$ cat config.mk
export PLATFORM = sky130hd
export DESIGN_NAME = mc_ctrl
export DESIGN_NICKNAME = d
export VERILOG_FILES = /design/src/rtl/mc_ctrl.sv
export SDC_FILE = /design/constraint.sdc
export NUM_CORES = 1
export LEC_CHECK = 0
export CAP_MARGIN = 20
export CORE_AREA = 5 5 42 44
export CTS_CLUSTER_SIZE = 12
export DETAILED_ROUTE_END_ITERATION = 8
export DIE_AREA = 0 0 47 49
export GPL_TIMING_DRIVEN = 0
export PLACE_DENSITY_LB_ADDON = 0.05
export SLEW_MARGIN = 40
export SYNTH_ARGS = -nofsm -noshare
export SYNTH_HDL_FRONTEND = slang
export SYNTH_SLANG_ARGS = --single-unit
$ cat constraint.sdc
create_clock -name clk -period 2.2 [get_ports clk]
set_input_delay 0.44 -clock clk [delete_from_list [all_inputs] [get_ports clk]]
set_output_delay 0.44 -clock clk [all_outputs]
set_load 0.05 [all_outputs]
$ cat src/rtl/mc_ctrl.sv
// mc_ctrl: multi-cycle control FSM for the 3-bit-opcode datapath.
// It sequences fetch, decode, execute, memory and write-back, and handshakes with a
// variable-latency memory. Moore outputs are decoded from the state. Two outputs are Mealy:
// the FETCH load enables and the BRANCH pc_write.
module mc_ctrl (
  input  logic       clk,
  input  logic       rst_n,
  input  logic [2:0] op,
  input  logic       zero,
  input  logic       mem_ready,
  output logic       mem_read,
  output logic       mem_write,
  output logic       iord,
  output logic       ir_write,
  output logic       pc_write,
  output logic [1:0] pc_src,
  output logic       reg_write,
  output logic       reg_dst,
  output logic       mem_to_reg,
  output logic       alu_src_a,
  output logic [1:0] alu_src_b,
  output logic [1:0] alu_op,
  output logic       halted,
  output logic       illegal,
  output logic [3:0] state
);

  typedef enum logic [3:0] {
    S_FETCH  = 4'd0,  S_DECODE = 4'd1, S_MEMADR = 4'd2, S_MEMRD = 4'd3,
    S_MEMWB  = 4'd4,  S_MEMWR  = 4'd5, S_EXEC   = 4'd6, S_RWB   = 4'd7,
    S_BRANCH = 4'd8,  S_JUMP   = 4'd9, S_HALT   = 4'd10
  } st_t;

  st_t  cur, nxt;
  logic ill_q;

  // state register; reset lands directly in FETCH
  always_ff @(posedge clk or negedge rst_n) begin
    if (!rst_n) cur <= S_FETCH;
    else        cur <= nxt;
  end

  // sticky illegal-opcode flag, set when DECODE sees 110/111
  always_ff @(posedge clk or negedge rst_n) begin
    if (!rst_n)                              ill_q <= 1'b0;
    else if (cur == S_DECODE && op[2:1] == 2'b11) ill_q <= 1'b1;
  end

  // next-state: memory states stall on mem_ready, DECODE dispatches on op
  always_comb begin
    nxt = S_FETCH;
    case (cur)
      S_FETCH:  nxt = mem_ready ? S_DECODE : S_FETCH;
      S_DECODE: begin
        case (op)
          3'b000:         nxt = S_HALT;
          3'b001:         nxt = S_EXEC;
          3'b010, 3'b011: nxt = S_MEMADR;
          3'b100:         nxt = S_BRANCH;
          3'b101:         nxt = S_JUMP;
          default:        nxt = S_FETCH;
        endcase
      end
      S_MEMADR: nxt = (op == 3'b011) ? S_MEMWR : S_MEMRD;
      S_MEMRD:  nxt = mem_ready ? S_MEMWB : S_MEMRD;
      S_MEMWB:  nxt = S_FETCH;
      S_MEMWR:  nxt = mem_ready ? S_FETCH : S_MEMWR;
      S_EXEC:   nxt = S_RWB;
      S_RWB:    nxt = S_FETCH;
      S_BRANCH: nxt = S_FETCH;
      S_JUMP:   nxt = S_FETCH;
      S_HALT:   nxt = S_HALT;
      default:  nxt = S_FETCH;
    endcase
  end

  // per-state control decode; FETCH enables are gated by rst_n so reset never writes
  always_comb begin
    mem_read   = 1'b0;
    mem_write  = 1'b0;
    iord       = 1'b0;
    ir_write   = 1'b0;
    pc_write   = 1'b0;
    pc_src     = 2'b00;
    reg_write  = 1'b0;
    reg_dst    = 1'b0;
    mem_to_reg = 1'b0;
    alu_src_a  = 1'b0;
    alu_src_b  = 2'b00;
    alu_op     = 2'b00;
    halted     = 1'b0;
    case (cur)
      S_FETCH: begin
        mem_read  = 1'b1;
        alu_src_b = 2'b01;
        ir_write  = mem_ready & rst_n;
        pc_write  = mem_ready & rst_n;
      end
      S_DECODE: alu_src_b = 2'b11;
      S_MEMADR: begin
        alu_src_a = 1'b1;
        alu_src_b = 2'b10;
      end
      S_MEMRD: begin
        mem_read = 1'b1;
        iord     = 1'b1;
      end
      S_MEMWB: begin
        reg_write  = 1'b1;
        mem_to_reg = 1'b1;
      end
      S_MEMWR: begin
        mem_write = 1'b1;
        iord      = 1'b1;
      end
      S_EXEC: begin
        alu_src_a = 1'b1;
        alu_op    = 2'b10;
      end
      S_RWB: begin
        reg_write = 1'b1;
        reg_dst   = 1'b1;
      end
      S_BRANCH: begin
        alu_src_a = 1'b1;
        alu_op    = 2'b01;
        pc_src    = 2'b01;
        pc_write  = zero;
      end
      S_JUMP: begin
        pc_src   = 2'b10;
        pc_write = 1'b1;
      end
      S_HALT:  halted = 1'b1;
      default: ;
    endcase
  end

  assign illegal = ill_q;
  assign state   = cur;

endmodule
# After elaboration in Yosys (flattened, before gate mapping)

Index checks and enable logic that the tools add are counted.

Logic and storage cells: 46
Input bits: 7
Output and inout bits: 21
Bits in registers: 5

Bitwise gates (word level): 1
Equal/unequal tests: 16
Reduce and logical (&&, ||, !) cells: 8
Mux-type cells: 19

Operators by type and width:

| operator           | count |
|---|---|
| $pmux 4 s7         | 1 |
| $pmux 4 s5         | 1 |
| $eq 4x3->1 const B | 4 |
| $eq 4x4->1 const B | 3 |
| $mux 1             | 10 |
| $mux 3             | 3 |
| $eq 4x2->1 const B | 2 |
| $pmux 2 s2         | 2 |
| $reduce_or 2->1    | 4 |
| $eq 3x2->1 const B | 2 |
| $eq 3x3->1 const B | 2 |
| $pmux 2 s3         | 1 |
| $eq 4x1->1 const B | 1 |
| $logic_not 4->1    | 1 |
| $eq 3x1->1 const B | 1 |
| $logic_not 3->1    | 1 |
| $pmux 1 s3         | 1 |
| $reduce_or 3->1    | 1 |
| $eq 2x2->1 const B | 1 |
| $and 1x1->1        | 1 |
| $logic_and 1x1->1  | 1 |

# Logic depth before layout (Yosys ltp)

Depth after elaboration: 4
Mapped depth: 4
Mapped depth without buffers: 3

# Least setup slack after synthesis

OpenSTA, ideal clock, no wires.

Path kind: reg2out
Start: reg cur[0], in the netlist state[0]
End: out pc_write
Setup slack: -0.931 ns
Buffers on the path: 1
Stages on the path, launching flop included: 5
Arrival: 2.691 ns
Required time: 1.760 ns
Cell sequence: dfrtp_1 > buf_2 > or2_1 > nor3_1 > a211o_1

Longest elaborated chain between the ends: 2
Elaborated cells between the ends (all ways): 4
Those cells by class: 2 x eq/ne; 1 x mux; 1 x reduce/logical

Ends and longest elaborated chain:

| item                                                 | line | source |
|---|---|---|
| from (decl)                                          | 34   | `st_t cur, nxt;` |
| from (signal assigned)                               | 40   | `else cur <= nxt;` |
| $eq 4x4->1 / $logic_not 4->1 (equally long branches) | 92   | `case (cur)` |
| $pmux 1 s3 *                                         | 92   |  |
| to (decl)                                            | 15   | `output logic pc_write,` |

Every way passes the cells marked *; elsewhere a longest branch is shown, timed or not.

# Worst setup path after layout

Start: reg cur[3], in the netlist state[3]
End: out alu_src_b[1]

Longest elaborated chain between the ends: 2
Elaborated cells between the ends (all ways): 4
Those cells by class: 2 x eq/ne; 1 x mux; 1 x reduce/logical

Ends and longest elaborated chain:

| item                                     | line | source |
|---|---|---|
| $eq 4x2->1, or another cell as far along | 92   |  |
| $pmux 2 s3 *                             | 92   |  |
| to (decl)                                | 21   | `output logic [1:0] alu_src_b,` |

Marks and branches as above.

==> reports/summary.txt <==
H-tree levels -> 1
Yosys reg bits -> 5
Avg Inst Size Synth -> 7.72 µm²
Netlist Area Pre-Place -> 463 µm²
Syn Nets -> 67
Seq/Total Area, Yosys -> 0.270
Pins Over Slew Limit -> 0
via count -> 529
initial antenna violation count -> 0
CP required -> 1760 ps
core area -> 0.00140 mm²
Die Area -> 0.00230 mm²
CTS buffer count -> 3
Slew Limit Headroom -> 0.668
die width -> 47 µm
Worst setup SP type -> flip-flop
slew at the pin with the worst max-slew slack -> 496 ps
Remaining DRCs -> 0
setup TNS -> 0 ps
Setup Fix Bufs, Post-CTS -> 0
most common cell in the netlist -> nor2_1
layout net count -> 99
FF-to-FF End -> state[0]
Critical Setup Path Class -> flip-flop to output port
clk_lat worst skew -> 250 ps
GPL Wtd Cong -> 0.841
HPWL Detailed -> 1050 µm
Root Buffer -> clkbuf_4
drt via density -> 4.94
Synthesis Warnings -> 0
CTS tree -> yes
HP Class -> input port to asynchronous set/reset pin
antenna fix cells -> 0
Multi-input gate area -> 343 µm²
period utilization -> 0.937
router iterations before antenna repair -> 3
TritonCTS Sinks -> 5
largest net degree at the start of global routing -> 11
CP max FO -> 9
ranking of synthesized cells by area -> dfrtp_1, nor2_1, nand2b_1, nor3b_1, a31o_2
Worst Setup End Kind -> output port
Arr. time, crit path -> 1620 ps
first-pass GRT wire length -> 2220 µm
top cell type's share of synthesized area -> 0.270
wire per inst -> 12.2 µm
Max Clk Rate -> 0.485 GHz
initial core utilization -> 0.330
Die H -> 49 µm
most frequent cells after synthesis -> nor2_1, dfrtp_1, nand2b_1
Worst R2R Start -> state[3]
final WL -> 1310 µm
main flop type after synthesis -> dfrtp_1
total gr overflow -> 0
Clock Path Buffers -> 2
area leader, netlist -> dfrtp_1
gr usage total -> 0.134
number of global-route vias before repair -> 501
Worst R2R Path Depth -> 4
Final Setup Violations -> 0
clk_skew -> 7.43 ps
layout cell share with drive strength beyond 1 -> 0.407
Routed Antenna Nets -> 0
status -> completed
post-synthesis instance total -> 60
Post-synth EDFFs -> 0
Register Area -> 126 µm²
Final min period -> 2060 ps
setup slack, reg-to-reg -> 720 ps
Max-Cap Viols -> 0
Fillers -> 153
IO Port Bufs -> 27
post-synthesis to final-layout area growth -> 69.7%
final hold vios -> 0
RSZ-0062 raised after global routing -> no
asr flop ratio synth -> 1.00
Ports -> 28
Worst-path clk slew -> 50 ps
starting DRC count in detailed routing -> 4
Synth cell types -> 31
num rows -> 14
-- state kept, by name (all words and copies together), names as in the netlist --
register / flops
state: 4
illegal: 1
-- what timing repair did --
action                                 4_1_cts  5_1_grt
endpoints found under the hold margin        0        0
resized for setup                           47       21
hold buffers                                 0        0
setup endpoints to repair                   16       15
-- stage by stage --
step / util / cell area, µm² / cells / setup WS, ps / hold slack, ps
final: 0.561 / 786 / 107 / 138 / 38.2
after global routing: 0.561 / 786 / 107 / 14.1 / 62.4
after CTS: 0.579 / 812 / 107 / -9.88 / 422
after detailed placement: 0.557 / 781 / 103 / -490 / 462
after global placement: 0.557 / 781 / 103 / -481 / 471
after floorplan: - / 490 / 60 / -414 / 144
-- area by class of cell --
| type | count | share of cell area |
|---|---|---|
| inverters | 1 | 0.00478 |
| repair buffers | 27 | 0.304 |
| plain buffers | 5 | 0.0350 |
| well taps | 16 | 0.0255 |
| clock buffers | 4 | 0.0334 |
| flip-flops and latches | 5 | 0.161 |
| multi-input cells | 49 | 0.436 |
-- kinds of logic (layout without fill, tap and decap cells) --
family                 Yosys count  in the layout  share of synthesized area
AND/OR/NAND/NOR                 34             34                      0.416
AO/OA/AOI/OAI                   13             13                      0.205
buffers and inverters            6             37                     0.0648
flip-flops                       5              5                      0.270
XOR/XNOR                         1              1                     0.0189
multiplexers                     1              1                     0.0243
-- metal layers --
layer / up-vias / GRT usage / part of all wire
met2: 27 / 0.208 / 0.47
met5: - / 0 / 0
met4: 0 / 0.111 / 0.029
li1: 273 / - / -
met3: 3 / 0.0111 / 0.092
met1: 226 / 0.156 / 0.40
-- worst max-delay path, stage by stage (launching register included) --
cell,delay (ps)
dfrtp_2,450
or2_1,230
buf_2,160
a21oi_1,140
clkdlybuf4s18_2,390
-- layout by cell type (no fill, tap or decap), drive strengths merged --
| cell | n |
|---|---|
| inv | 1 |
| dlymetal6s2s | 1 |
| nand3 | 1 |
| o221ai | 1 |
| a211o | 1 |
| mux2 | 1 |
| a31o | 2 |
| nor2b | 2 |
| nand2 | 4 |
| nor3 | 1 |
| a2bb2oi | 1 |
| or3b | 1 |
| nand4 | 1 |
| o21ai | 2 |
| buf | 8 |
| o31ai | 1 |
| nor2 | 9 |
| xnor2 | 1 |
| a21oi | 3 |
| and3b | 1 |
| or3 | 2 |
| clkdlybuf4s18 | 1 |
| nand2b | 5 |
| clkdlybuf4s15 | 6 |
| or2b | 1 |
| or2 | 2 |
| clkdlybuf4s50 | 10 |
| clkbuf | 10 |
| o22ai | 2 |
| nor3b | 3 |
| dfrtp | 5 |
| and2 | 1 |
-- worst max-delay path by stage --
stage	slack (ps)	end	from	cells after the start
6_report	140	alu_src_b[1]	state[3]	4
5_1_grt	10	pc_write	state[3]	5
4_1_cts	-10	alu_src_b[0]	state[3]	4
3_5_place_dp	-490	pc_write	rst_n	5
3_3_place_gp	-480	pc_write	rst_n	5
2_1_floorplan	-410	pc_write	state[3]	3
Power is left out: the tool's default activity adds up to more than one toggle a clock period on the data nets, which glitch-free logic cannot reach.
==> RTL change (same settings) <==
Reset style: synchronous (`rst_n`), changed in 2 clocked blocks.
--- a/src/rtl/mc_ctrl.sv
+++ b/src/rtl/mc_ctrl.sv
@@ -37,3 +37,3 @@
   // state register; reset lands directly in FETCH
-  always_ff @(posedge clk or negedge rst_n) begin
+  always_ff @(posedge clk) begin
     if (!rst_n) cur <= S_FETCH;
@@ -43,3 +43,3 @@
   // sticky illegal-opcode flag, set when DECODE sees 110/111
-  always_ff @(posedge clk or negedge rst_n) begin
+  always_ff @(posedge clk) begin
     if (!rst_n)                              ill_q <= 1'b0;
Function: differs if rst_n is asserted again (counterexample within 4 cycles, from zero or initial values and one cycle with rst_n low); with rst_n held inactive, the same outputs for 10 cycles.
==> RTL change against the original RTL <==
- worst setup slack worse by 0.040 ns
- largest cell class unchanged
- global-route usage grew 0.42 points
- routed wire length grew 9.9%
- area after synthesis fell by 0.54%
- sequential cell count is the same
- non-clock buffer count decreased by 1
- clock skew fell by 0.0073 ns
- sequential share of layout area is 2.9 points lower
- cell area down 3.3%
- register-to-register slack gained 0.13 ns
- hold slack better by 0.47 ns
Power is left out: it rests on default switching activity, and per cell area and clock period it moved more than threefold.
==> RTL change: results (changes against the original RTL) <==
Critical path
  – R2r endpoint: state[1] (was state[0])
  – Reg2reg start: state[1] (was state[3])
  – CP Launch Point: mem_ready (was state[3])
  – Data arrival time of the worst path: 1.66 ns (was 1.62 ns)
  – Critical Path Fanout Max: 5 (was 9)
  – R2R Setup Slk: 0.85 ns (was 0.72 ns)
  – Critical path's largest stage delay: 0.56 ns (was 0.45 ns)

Global routing
  – Number of global-route vias before repair: 523 (was 501)
  – M3 GR Usage: 3.32% (was 1.11%)
  – GR Layer Usage met1: 18.4% (was 15.6%)

Synthesis
  – Most frequent cells after synthesis: 11 x nor2_1, 7 x a21oi_1, 7 x nand2b_1, 7 x nor3_1, 5 x dfxtp_1 (was 9 x nor2_1, 5 x dfrtp_1, 5 x nand2b_1)
  – Mapped Nets: 75 (was 67)
  – Synth unique cells: 25 (was 31)
  – Top post-synthesis cells by area: dfxtp_1 22%, nand2b_1 9.5%, nor2_1 9.0% (was dfrtp_1 27%, nor2_1 7.3%, nand2b_1 6.8%)
  – Avg Inst Size Synth: 6.77 µm² (was 7.72 µm²)
  – Synth async-reset ratio: 0% (was 100%)

Detailed routing
  – Detail Route met3 WL: 104 µm (was 121 µm)
  – Met2 routed WL: 688 µm (was 621 µm)
  – Via Count: 602 (was 529)
  – 1st-pass router iterations: 4 (was 3)
  – DR iter-0 viols: 8 (was 4)
  – Via/cell ratio: 5.23 (was 4.94)

Final layout
  – Layout cells sized above 1: 28.3% (was 40.7%)
  – Fill cells: 148 (was 153)

Place
  – Post-detail-place hpwl: 1.13 mm (was 1.05 mm)

Timing
  – Final hold slack: 0.511 ns (was 0.0382 ns)
  – Clock skew: 0.000141 ns (was 0.00743 ns)

Min path
  – Min-Delay Path Class: register to register (was primary input to asynchronous set/reset pin)

Run status
  – Status: finished, final reports clean (unchanged)
RTL change: changes by cell type in the layout (fill, tap and decap cells not counted), moves of 5 or more:
cell,change
clkbuf_2,+5
nor3_2,+6
nor2_1,+5
dfxtp_1,+5
dlygate4sd2_1,+6
buf_2,-6
RTL change: cell families (layout without fill, tap and decap cells):
family | count (synthesis) | count (layout) | synth area share [%]
AOI/OAI and AO/OA | 15 | 15 | 21.7
buffers and inverters | 6 | 37 | 7.61
DFF | 5 | 5 | 21.7
muxes | 1 | 1 | 2.17
and+or+nand+nor | 41 | 41 | 46.7
RTL change: layout make-up:
| type | count | area, µm² | share of cell area [%] |
|---|---|---|---|
| multi-input cells | 57 | 359 | 47.3 |
| repair buffers | 27 | 219 | 28.8 |
| well taps | 16 | 20.0 | 2.64 |
| inverters | 2 | 7.51 | 0.988 |
| clock buffers | 4 | 26.3 | 3.46 |
| flip-flops and latches | 5 | 100 | 13.2 |
| plain buffers | 4 | 27.5 | 3.62 |
